<file path="config.mk">
export PLATFORM = sky130hd
export DESIGN_NAME = uart_rx_frame_ctrl
export DESIGN_NICKNAME = d
export VERILOG_FILES = /design/src/rtl/uart_rx_frame_ctrl.sv
export SDC_FILE = /design/constraint.sdc
export NUM_CORES = 1
export LEC_CHECK = 0
export CAP_MARGIN = 20
export CORE_ASPECT_RATIO = 0.9
export CORE_MARGIN = 2
export CORE_UTILIZATION = 54
export CTS_CLUSTER_DIAMETER = 30
export DETAILED_ROUTE_END_ITERATION = 12
export GPL_TIMING_DRIVEN = 0
export PLACE_DENSITY = 0.73
export REMOVE_ABC_BUFFERS = 1
export SLEW_MARGIN = 25
export SYNTH_ARGS = -nofsm -noshare
export SYNTH_HDL_FRONTEND = slang
export SYNTH_SLANG_ARGS = --single-unit
</file>
<file path="constraint.sdc">
create_clock -name clk_i -period 2.7 [get_ports clk_i]
set_clock_uncertainty 0.15 [all_clocks]
set_input_delay 0.54 -clock clk_i [delete_from_list [all_inputs] [get_ports clk_i]]
set_output_delay 0.54 -clock clk_i [all_outputs]
set_load 0.03 [all_outputs]
</file>
<file path="src/rtl/uart_rx_frame_ctrl.sv">
// ---------------------------------------------------------------------------
// uart_rx_frame_ctrl
//   Frame controller sitting behind a UART receiver. Parses frames of the form
//   SOF, LEN, LEN payload bytes, XOR checksum (seeded with LEN). A verified
//   payload is held for a downstream reader until it is acknowledged.
//
// Ports
//   clk_i          system clock, rising edge
//   rst_i          asynchronous, active-high reset
//   rx_data_i      received byte
//   rx_valid_i     byte strobe (a long strobe counts as one byte)
//   frame_ack_i    reader releases the held frame (level, sampled)
//   rd_addr_i      payload read index
//   rd_data_o      payload[rd_addr_i], 8'h00 when rd_addr_i >= frame_len_o
//   frame_valid_o  verified frame held
//   frame_len_o    payload length of held frame, 0 when none held
//   busy_o         frame in progress (LEN / PAYLOAD / CHECK)
//   err_len_o      pulse: LEN of 0 or above MAX_LEN
//   err_crc_o      pulse: checksum mismatch
//   err_timeout_o  pulse: inter-byte gap expired mid-frame
//   overrun_o      pulse: byte dropped while a frame is held
// ---------------------------------------------------------------------------
module uart_rx_frame_ctrl #(
    parameter int          CLK_RATE     = 100000000,
    parameter int          BAUD_RATE    = 9600,
    parameter int          TIMEOUT_BITS = 20,
    parameter int          MAX_LEN      = 16,
    parameter logic [7:0]  SOF          = 8'hA5,
    localparam int         AW           = (MAX_LEN > 1) ? $clog2(MAX_LEN) : 1
) (
    input  logic          clk_i,
    input  logic          rst_i,
    input  logic [7:0]    rx_data_i,
    input  logic          rx_valid_i,
    input  logic          frame_ack_i,
    input  logic [AW-1:0] rd_addr_i,
    output logic [7:0]    rd_data_o,
    output logic          frame_valid_o,
    output logic [7:0]    frame_len_o,
    output logic          busy_o,
    output logic          err_len_o,
    output logic          err_crc_o,
    output logic          err_timeout_o,
    output logic          overrun_o
);

    localparam int          TO_CYC  = (CLK_RATE / BAUD_RATE) * TIMEOUT_BITS;
    localparam logic [31:0] TO_LAST = 32'(TO_CYC - 1);
    localparam logic [8:0]  MAXL    = 9'(MAX_LEN);

    typedef enum logic [2:0] {
        S_IDLE,
        S_LEN,
        S_PAYLOAD,
        S_CHECK,
        S_HOLD
    } state_t;

    state_t      state_q;
    logic        rx_valid_q;
    logic [7:0]  len_q;
    logic [7:0]  chk_q;
    logic [AW:0] idx_q;
    logic [31:0] cnt_q;
    logic [31:0] cnt_d;
    logic        frame_valid_q;
    logic [7:0]  frame_len_q;
    logic        busy_q;
    logic        err_len_q;
    logic        err_crc_q;
    logic        err_timeout_q;
    logic        overrun_q;
    logic [7:0]  mem_q [MAX_LEN];

    logic        ev;
    logic        active;
    logic        len_ok;
    logic        last_pl;

    // Rising edge of the strobe is the byte event.
    assign ev      = rx_valid_i & ~rx_valid_q;
    assign active  = (state_q == S_LEN) || (state_q == S_PAYLOAD) || (state_q == S_CHECK);
    assign len_ok  = (rx_data_i != 8'h00) && ({1'b0, rx_data_i} <= MAXL);
    assign last_pl = (9'(idx_q) == (9'(len_q) - 9'd1));
    assign cnt_d   = cnt_q + 32'd1;

    always_ff @(posedge clk_i or posedge rst_i) begin
        if (rst_i) begin
            state_q       <= S_IDLE;
            rx_valid_q    <= 1'b0;
            len_q         <= 8'h00;
            chk_q         <= 8'h00;
            idx_q         <= '0;
            cnt_q         <= 32'd0;
            frame_valid_q <= 1'b0;
            frame_len_q   <= 8'h00;
            busy_q        <= 1'b0;
            err_len_q     <= 1'b0;
            err_crc_q     <= 1'b0;
            err_timeout_q <= 1'b0;
            overrun_q     <= 1'b0;
        end else begin
            rx_valid_q    <= rx_valid_i;
            err_len_q     <= 1'b0;
            err_crc_q     <= 1'b0;
            err_timeout_q <= 1'b0;
            overrun_q     <= 1'b0;

            if (active && !ev) begin
                // Gap timer; a byte on the expiry edge takes the else branch.
                if (cnt_q == TO_LAST) begin
                    err_timeout_q <= 1'b1;
                    state_q       <= S_IDLE;
                    busy_q        <= 1'b0;
                    cnt_q         <= 32'd0;
                end else begin
                    cnt_q <= cnt_d;
                end
            end else begin
                cnt_q <= 32'd0;
                case (state_q)
                    S_IDLE: begin
                        if (ev && rx_data_i == SOF) begin
                            state_q <= S_LEN;
                            busy_q  <= 1'b1;
                        end
                    end
                    S_LEN: begin
                        if (len_ok) begin
                            len_q   <= rx_data_i;
                            chk_q   <= rx_data_i;
                            idx_q   <= '0;
                            state_q <= S_PAYLOAD;
                        end else begin
                            err_len_q <= 1'b1;
                            state_q   <= S_IDLE;
                            busy_q    <= 1'b0;
                        end
                    end
                    S_PAYLOAD: begin
                        chk_q <= chk_q ^ rx_data_i;
                        idx_q <= idx_q + 1'b1;
                        if (last_pl) state_q <= S_CHECK;
                    end
                    S_CHECK: begin
                        busy_q <= 1'b0;
                        if (rx_data_i == chk_q) begin
                            state_q       <= S_HOLD;
                            frame_valid_q <= 1'b1;
                            frame_len_q   <= len_q;
                        end else begin
                            err_crc_q <= 1'b1;
                            state_q   <= S_IDLE;
                        end
                    end
                    S_HOLD: begin
                        if (frame_ack_i) begin
                            // Release; a coincident byte is judged as in IDLE.
                            frame_valid_q <= 1'b0;
                            frame_len_q   <= 8'h00;
                            if (ev && rx_data_i == SOF) begin
                                state_q <= S_LEN;
                                busy_q  <= 1'b1;
                            end else begin
                                state_q <= S_IDLE;
                            end
                        end else if (ev) begin
                            overrun_q <= 1'b1;
                        end
                    end
                    default: begin
                        state_q <= S_IDLE;
                        busy_q  <= 1'b0;
                    end
                endcase
            end
        end
    end

    // Payload store; no reset, contents only meaningful below frame_len.
    always_ff @(posedge clk_i) begin
        if (state_q == S_PAYLOAD && ev) mem_q[idx_q[AW-1:0]] <= rx_data_i;
    end

    assign rd_data_o     = (9'(rd_addr_i) < 9'(frame_len_q)) ? mem_q[rd_addr_i] : 8'h00;
    assign frame_valid_o = frame_valid_q;
    assign frame_len_o   = frame_len_q;
    assign busy_o        = busy_q;
    assign err_len_o     = err_len_q;
    assign err_crc_o     = err_crc_q;
    assign err_timeout_o = err_timeout_q;
    assign overrun_o     = overrun_q;

endmodule

</file>
Word level (Yosys, flattened, before mapping):

Memories as Yosys holds them, arrays and structs flattened.
Index checks and enable logic that the tools add are counted.

* bitwise gates (word level): 4
* equality and inequality tests: 17
* reductions and logical operators: 16
* order comparisons: 2
* $add $sub $neg: 3
* muxes and demuxes: 42

Operators with widths (number)
* $mux W32: 2
* $add A32 B1 Y32 const B: 1
* $eq A32 B18 Y1 const B: 1
* $mux W8: 4
* $pmux W8 S2: 2
* $mux W1: 22
* $mux W3: 6
* $pmux W3 S5: 1
* $reduce_and A4 Y1: 3
* $pmux W5 S2: 1
* $eq A5 B9 Y1: 1
* $sub A8 B1 Y9 const B: 1
* $eq A8 B8 Y1: 1
* $eq A8 B8 Y1 const B: 1
* $le A8 B5 Y1 const B: 1
* $lt A4 B8 Y1: 1
* $reduce_bool A8 Y1: 1
* $xor A8 B8 Y8: 1
* $eq A3 B2 Y1 const B: 2
* $ne A2 B1 Y1 const B: 3
* $ne A3 B2 Y1 const B: 2
* $ne A3 B3 Y1 const B: 2
* $reduce_and A3 Y1: 2
* $add A5 B1 Y5 const B: 1
* 14 further kinds: 21

* memories: 1
* output and inout bits: 22
* word-level logic and storage cells: 98
* RAM bits: 128
* register bits after elaboration: 71

Memories
* mem_q: depth 16, bits a word 8, rd ports 1, clocked after Yosys merged registers in 0, wr ports 1, RTL line 73 `logic [7:0] mem_q [MAX_LEN];`

Logic depth before layout (Yosys ltp):

Gate-level depths: netlist of the first run.

* depth in word-level cells: 7
* gate-level depth with buffers: 8

Worst setup path after synthesis of the first run:

OpenSTA, ideal clock, no wires.

* path kind: input -> output
* start point: input port rd_addr_i[0]
* end point: output port rd_data_o[0]
* stages on the path: 5
* slack: -270 ps
* data arrival time: 2280 ps
* required time: 2010 ps
* cells stage by stage: clkbuf_1 > buf_2 > mux4_2 > mux4_2 > nor2b_1

* word-level cells in the longest chain between the ends: 2
* elaborated cells between the ends (all ways): 3

RTL lines
* from (decl): RTL line 36 `input logic [AW-1:0] rd_addr_i,`
* $lt A4 B8 Y1 / $mem_v2 Z16 W8 (equally long branches)
* $mux W8 *: RTL line 185 `assign rd_data_o = (9'(rd_addr_i) < 9'(frame_len_q)) ? mem_q[rd_addr_i] : 8'h00;`
* to (decl): RTL line 37 `output logic [7:0] rd_data_o,`

Mark *: on every way between the ends. The rest lies on a longest branch, timed or not.

Worst setup path after layout of the first run:

* start point: memory mem_q[10][3]
* end point: output port rd_data_o[3]

* word-level cells in the longest chain between the ends: 2

RTL lines (RTL line)
* from (decl): 73
* $mem_v2 Z16 W8
* $mux W8: 185

Every way passes these cells.

==> flow_summary.json, run 1 <==
{
  "hold_class": "in -> async",
  "worst-r2r-cell-count": 6,
  "synth_edf_count": 128,
  "grt_pass1_vias": 5047,
  "die_w_um": 137.6,
  "grt_use_total": 0.2263,
  "synthTopCellsByCount": "128 x edfxtp_1, 71 x dfrtp_1, 66 x nor2_1",
  "grt_max_degree": 38,
  "slowest_delay_ns": 0.52,
  "cts_buffers": 17,
  "synth.distinct_cells": 53,
  "critPathKind": "reg -> out",
  "wl_per_cell_um": 21.33,
  "dieArea_um2": 17100,
  "core_um2": 15550,
  "cp_top_family": "multiplexers",
  "rsz0062_at_grt": "true",
  "yosysSeqAreaShare": 0.6477,
  "cp_common_cell": "mux4_2",
  "routed_wl_mm": 17.91,
  "drt_iter0_markers": 407,
  "grt_pass1_wl_mm": 28.50,
  "clockPowerShare": 0.392,
  "finalCritPeriodShare": 1.051,
  "syn-mean-instance-area_um2": 15.06,
  "violations": "negative setup slack",
  "ys.flop_type": "edfxtp_1",
  "clkTransAtPathRegs_ns": 0.07,
  "crit_chain": "mux4_2 -> mux4_2 -> nor2b_4 -> buf_6",
  "stdcell_area_um2": 10260,
  "crit_slowest_cell": "mux4_2",
  "power_frac_seq": 0.496,
  "die_h_um": 124.3,
  "setup_viol": 8,
  "antenna_found_initial": 0,
  "cts_tree": "built",
  "htree_levels": 4,
  "crit_fanout": 1,
  "async_flop_share": 0.3568,
  "p_int_mw": 5.245,
  "crit_arrival_ns": 2.15,
  "grt-ovfl-total": 0,
  "swShare": 0.2461,
  "synth_most_common_cell": "edfxtp_1",
  "netlist_area_um2": 8677,
  "place.gp.congestion": 0.8040,
  "root_buffer": "clkbuf_16",
  "end_kind": "output port",
  "drtPass1Iterations": 5,
  "power_density_nw_per_um2": 677.8,
  "hold_viol": 0,
  "fin_crit_ns": 2.838,
  "drc_errors": 0,
  "placed_cell_area_um2": 9296,
  "synth_warnings": 0,
  "syn-instance-count": 576,
  "clk_latency_ns": 0.44,
  "p_sw_mw": 1.712,
  "timing.final.ws_setup_ns": -0.1375,
  "cp.required_ns": 2.01,
  "comb_power_share": 0.112,
  "yosysTopAreaCellShare": 0.4430,
  "path_depth": 4,
  "cts.sinks": 199,
  "fill_cells": 1045,
  "fmax_ghz": 0.3524,
  "max_slew_margin": 0.4386,
  "cap_violations": 0,
  "port_buffers": 37,
  "slew_violations": 0,
  "initial_core_util": 0.5581,
  "io_pins": 38,
  "num_antenna_cells": 0,
  "synth_area_leaders": "edfxtp_1 44%, dfrtp_1 20%, mux4_2 10%",
  "outcome": "finished, violations left",
  "startpoint_type": "register",
  "vias_per_cell": 5.963,
  "yosys.area.top_type": "edfxtp_1",
  "p_leak_nw": 3.709,
  "fin_nets": 650,
  "antenna_left": 0,
  "drive_gt1_frac": 0.2461,
  "route.vias.total": 5009,
  "placementRows": 43,
  "area_growth_pct": 18.28,
  "ctsLongestPathBuffers": 2,
  "max-vdd-ir-drop_v": 0.0005040,
  "crit_buf_inv": 1,
  "tightest_slew_ns": 0.8376,
  "holdBufCountCts": 0,
  "synth-seq-cells": 199,
  "total_power_mw": 6.957,
  "dp_hpwl_mm": 10.88
}
## registers in the layout (all words and copies together) (netlist names)
name,flops
mem_q,128
cnt_q,32
chk_q,8
frame_len_o,8
len_q,8
idx_q,5
state_q,3
busy_o,1
err_crc_o,1
err_len_o,1
err_timeout_o,1
frame_valid_o,1
overrun_o,1
rx_valid_q,1
## final cells by class
| class | instances | area [um^2] | area share |
|---|---|---|---|
| well taps | 202 | 252.7 | 0.02463 |
| repair buffers | 50 | 526.8 | 0.05132 |
| flip-flops and latches | 199 | 5620 | 0.5476 |
| multi-input cells | 343 | 3168 | 0.3087 |
| clock buffers | 17 | 425.4 | 0.04145 |
| clock inverters | 15 | 215.2 | 0.02097 |
| inverters | 14 | 55.05 | 0.005364 |
## cells in the final DEF (no fill, tap or decap), types with 16 or more instances in the layout
cell,synthesis,layout
edfxtp_1,128,128
dfrtp_1,71,71
nor2_1,66,53
mux4_2,40,40
xnor2_1,29,29
nand2_1,26,26
xor2_1,20,20
clkbuf_16,0,17
clkdlybuf4s50_1,0,17
nand3_1,16,16
## kinds of logic (layout without fill, tap and decap cells)
| group | after synthesis | after routing | synth area share |
|---|---|---|---|
| AOI/OAI and AO/OA | 37 | 37 | 0.02956 |
| xor gates and xnor gates | 49 | 49 | 0.04946 |
| adders and majority gates | 9 | 9 | 0.01298 |
| buffers and inverters | 35 | 96 | 0.01601 |
| DFF | 199 | 199 | 0.6477 |
| muxes | 55 | 55 | 0.1236 |
| and+or+nand+nor | 192 | 193 | 0.1207 |
## through the flow
stage | instances | worst slack, ns | hold WS, ns | utilization | TNS (ns)
floorplan | 555 | 0.01821 | 0.3047 | - | 0
global placement | 794 | -2.720 | 0.3142 | 0.5926 | -236.59
detailed placement | 798 | -1.557 | 0.3219 | 0.5979 | -156.03
CTS | 836 | -0.1813 | 0.3273 | 0.6515 | -1.056
global route | 840 | -0.1612 | 0.3528 | 0.6601 | -1.099
finish | 840 | -0.1375 | 0.3215 | 0.6601 | -0.6856
## metal layers
| metal | vias to the layer above | part of all wire | global-route usage |
|---|---|---|---|
| li1 | 2270 | - | - |
| met1 | 2557 | 0.43 | 0.3103 |
| met2 | 161 | 0.50 | 0.3591 |
| met3 | 21 | 0.049 | 0.06309 |
| met4 | 0 | 0.013 | 0.06004 |
| met5 | - | 0 | 0 |
## power groups by stage
stage	sequential, mW	clock (mW)	combinational (mW)
3_3_place_gp	3.50	0	0.709
5_1_grt	3.47	2.89	0.864
2_1_floorplan	3.48	0	0.502
4_1_cts	3.44	2.76	0.758
6_report	3.45	2.73	0.782
3_5_place_dp	3.51	0	0.731
## timing repair
action / 4_1_cts / 5_1_grt
cloned: 2 / 0
resized for setup: 102 / 45
setup endpoints to repair: 198 / 39
pin swaps: 3 / 4
buffers inserted: 4 / 6
## worst reg2reg max path, stage by stage, from the launching register on
cell and delay (ns):
dfrtp_1 0.41, or4_4 0.54, or4b_4 0.55, nor4_4 0.20, mux2i_2 0.14, nand3b_4 0.19, mux2_4 0.31
## worst paths after layout
path | startpoint | to | slack, ns
min reg2reg | frame_valid_o | frame_valid_o | 0.34
min in group clk_i | frame_valid_o | frame_valid_o | 0.34
max reg2reg | cnt_q[27] | state_q[0] | 0.09
max | mem_q[10][3] | rd_data_o[3] | -0.14
max in group asynchronous | rst_i | cnt_q[3] | 1.53
min | rst_i | state_q[2] | 0.32
(Power assumes the default switching activity.)
==> inputs of run 2 (changes only) <==
Settings changed: PLACE_DENSITY 0.73 to unset, PLACE_DENSITY_LB_ADDON set to 0.15.
==> flow_summary.json, run 2 (synthesis gave the netlist of run 1 again) <==
{
  "area_growth_pct": 16.84,
  "port_buffers": 37,
  "final_cell_mix": "128 x edfxtp_1, 71 x dfrtp_1, 53 x nor2_1",
  "crit_slowest_cell": "mux4_2",
  "fin_nets": 651,
  "crit_chain": "mux4_2 -> mux4_2 -> nor2b_1 -> buf_4",
  "cp.required_ns": 2.01,
  "fin_cells": 841,
  "die_w_um": 137.6,
  "max-vdd-ir-drop_v": 0.0004802,
  "dpl.cell_count": 800,
  "power_density_nw_per_um2": 664.5,
  "cts.sinks": 199,
  "wl_per_cell_um": 20.59,
  "crit_path_start": "mem_q[12][6]",
  "routed_wl_mm": 17.32,
  "io_pins": 38,
  "max_slew_margin": 0.4163,
  "vias_per_cell": 5.889,
  "ctsLongestPathBuffers": 2,
  "startpoint_type": "register",
  "antenna_left": 0,
  "setup_viol": 8,
  "largest_reg_flops": 128,
  "fin_crit_ns": 2.829,
  "drt_iter0_markers": 371,
  "end_kind": "output port",
  "cp_common_cell": "mux4_2",
  "die_h_um": 124.3,
  "drive_gt1_frac": 0.2207,
  "whs_ns": 0.2978,
  "num_antenna_cells": 0,
  "layout_commonest_cell": "edfxtp_1",
  "fin_util": 0.6520,
  "crit_fanout": 1,
  "clk_latency_ns": 0.43,
  "dp_hpwl_mm": 10.71,
  "hold_class": "in -> async",
  "initial_core_util": 0.5581,
  "hold_viol": 0,
  "place.gp.congestion": 0.7768,
  "violations": "negative setup slack",
  "root_buffer": "clkbuf_16",
  "htree_levels": 4,
  "slowest_delay_ns": 0.50,
  "crit_arrival_ns": 2.14,
  "rsz0062_at_grt": "true",
  "grt-ovfl-total": 0,
  "total_power_mw": 6.737,
  "grt_use_total": 0.2161,
  "r2r_start": "cnt_q[24]",
  "grt_pass1_vias": 4993,
  "cts_tree": "built",
  "slew_violations": 0,
  "cts_buffers": 17,
  "timing.final.ws_setup_ns": -0.1290,
  "cap_violations": 0,
  "drtPass1Iterations": 4,
  "tightest_slew_ns": 0.8675,
  "dieArea_um2": 17100,
  "drc_errors": 0,
  "grt_max_degree": 42,
  "core_um2": 15550,
  "critPathKind": "reg -> out",
  "outcome": "finished, violations left",
  "fmax_ghz": 0.3535,
  "route.vias.total": 4953,
  "grt_pass1_wl_mm": 27.48,
  "clkTransAtPathRegs_ns": 0.07,
  "antenna_found_initial": 0,
  "holdBufCountCts": 0,
  "finalCritPeriodShare": 1.048,
  "p_leak_nw": 3.664,
  "placementRows": 43
}
==> run 2: changes by cell type in the layout (fill, tap and decap cells not counted), sizes merged <==
cell | before | now
clkdlybuf4s15 | 0 | 1
dlygate4sd2 | 0 | 7
dlymetal6s2s | 0 | 1
inv | 20 | 16
clkinvlp | 1 | 2
clkbuf | 26 | 18
bufinv | 4 | 3
buf | 24 | 25
clkinv | 4 | 7
==> run 2: cell type report <==
type / count / area (um^2)
sequential: 199 / 5620
fill: 1102 / 5410
multi-input combinational: 343 / 3105
timing repair buffer: 51 / 519.2
clock buffer: 18 / 429.2
tap: 202 / 252.7
clock inverter: 14 / 156.4
inverter: 14 / 55.05
==> run 2: repair_timing <==
| action | 4_1_cts | 5_1_grt |
|---|---|---|
| endpoints found under the setup margin | 195 | 60 |
| pin swaps | 1 | 1 |
| setup buffers | 4 | 3 |
| gates resized for setup | 100 | 15 |
| gates cloned | 2 | 0 |
==> run 2: power breakdown <==
part | switching [mW] | internal (mW)
combinational | 0.411 | 0.336
sequential | 0.128 | 3.32
clock | 1.09 | 1.45
total | 1.63 | 5.11
==> run 2: worst paths after layout <==
check | cells past startpoint | slack [ns] | endpoint
max | 4 | -0.13 | rd_data_o[6]
min | 2 | 0.30 | err_crc_o
max reg2reg | 6 | 0.07 | state_q[1]
min reg2reg | 1 | 0.34 | cnt_q[0]
max in group asynchronous | 3 | 1.56 | chk_q[2]
min in group clk_i | 1 | 0.34 | cnt_q[0]
==> run 2: critical path, delay by kind of cell, from the launching register on <==
family | cells | cell delay [ns]
muxes | 2 | 0.98
DFF | 1 | 0.38
buffers and inverters | 1 | 0.19
and+or+nand+nor | 1 | 0.16
==> run 2: stage by stage <==
| stage | TNS (ns) | cell area [um^2] | setup WS (ns) |
|---|---|---|---|
| floorplan | 0 | 8591 | 0.01821 |
| global placement | -245.07 | 9214 | -2.768 |
| detailed placement | -153.50 | 9304 | -1.581 |
| CTS | -0.9525 | 10050 | -0.1601 |
| global route | -1.271 | 10140 | -0.1781 |
| finish | -0.8112 | 10140 | -0.1290 |
==> run 2: per-layer routing <==
metal	vias up	share of wire	GRT usage	wire (um)
met5	-	0	0	0
met4	0	0.014	0.06549	248
met3	15	0.039	0.04640	670
met2	108	0.48	0.3287	8257
met1	2564	0.47	0.3164	8139
li1	2266	-	-	-
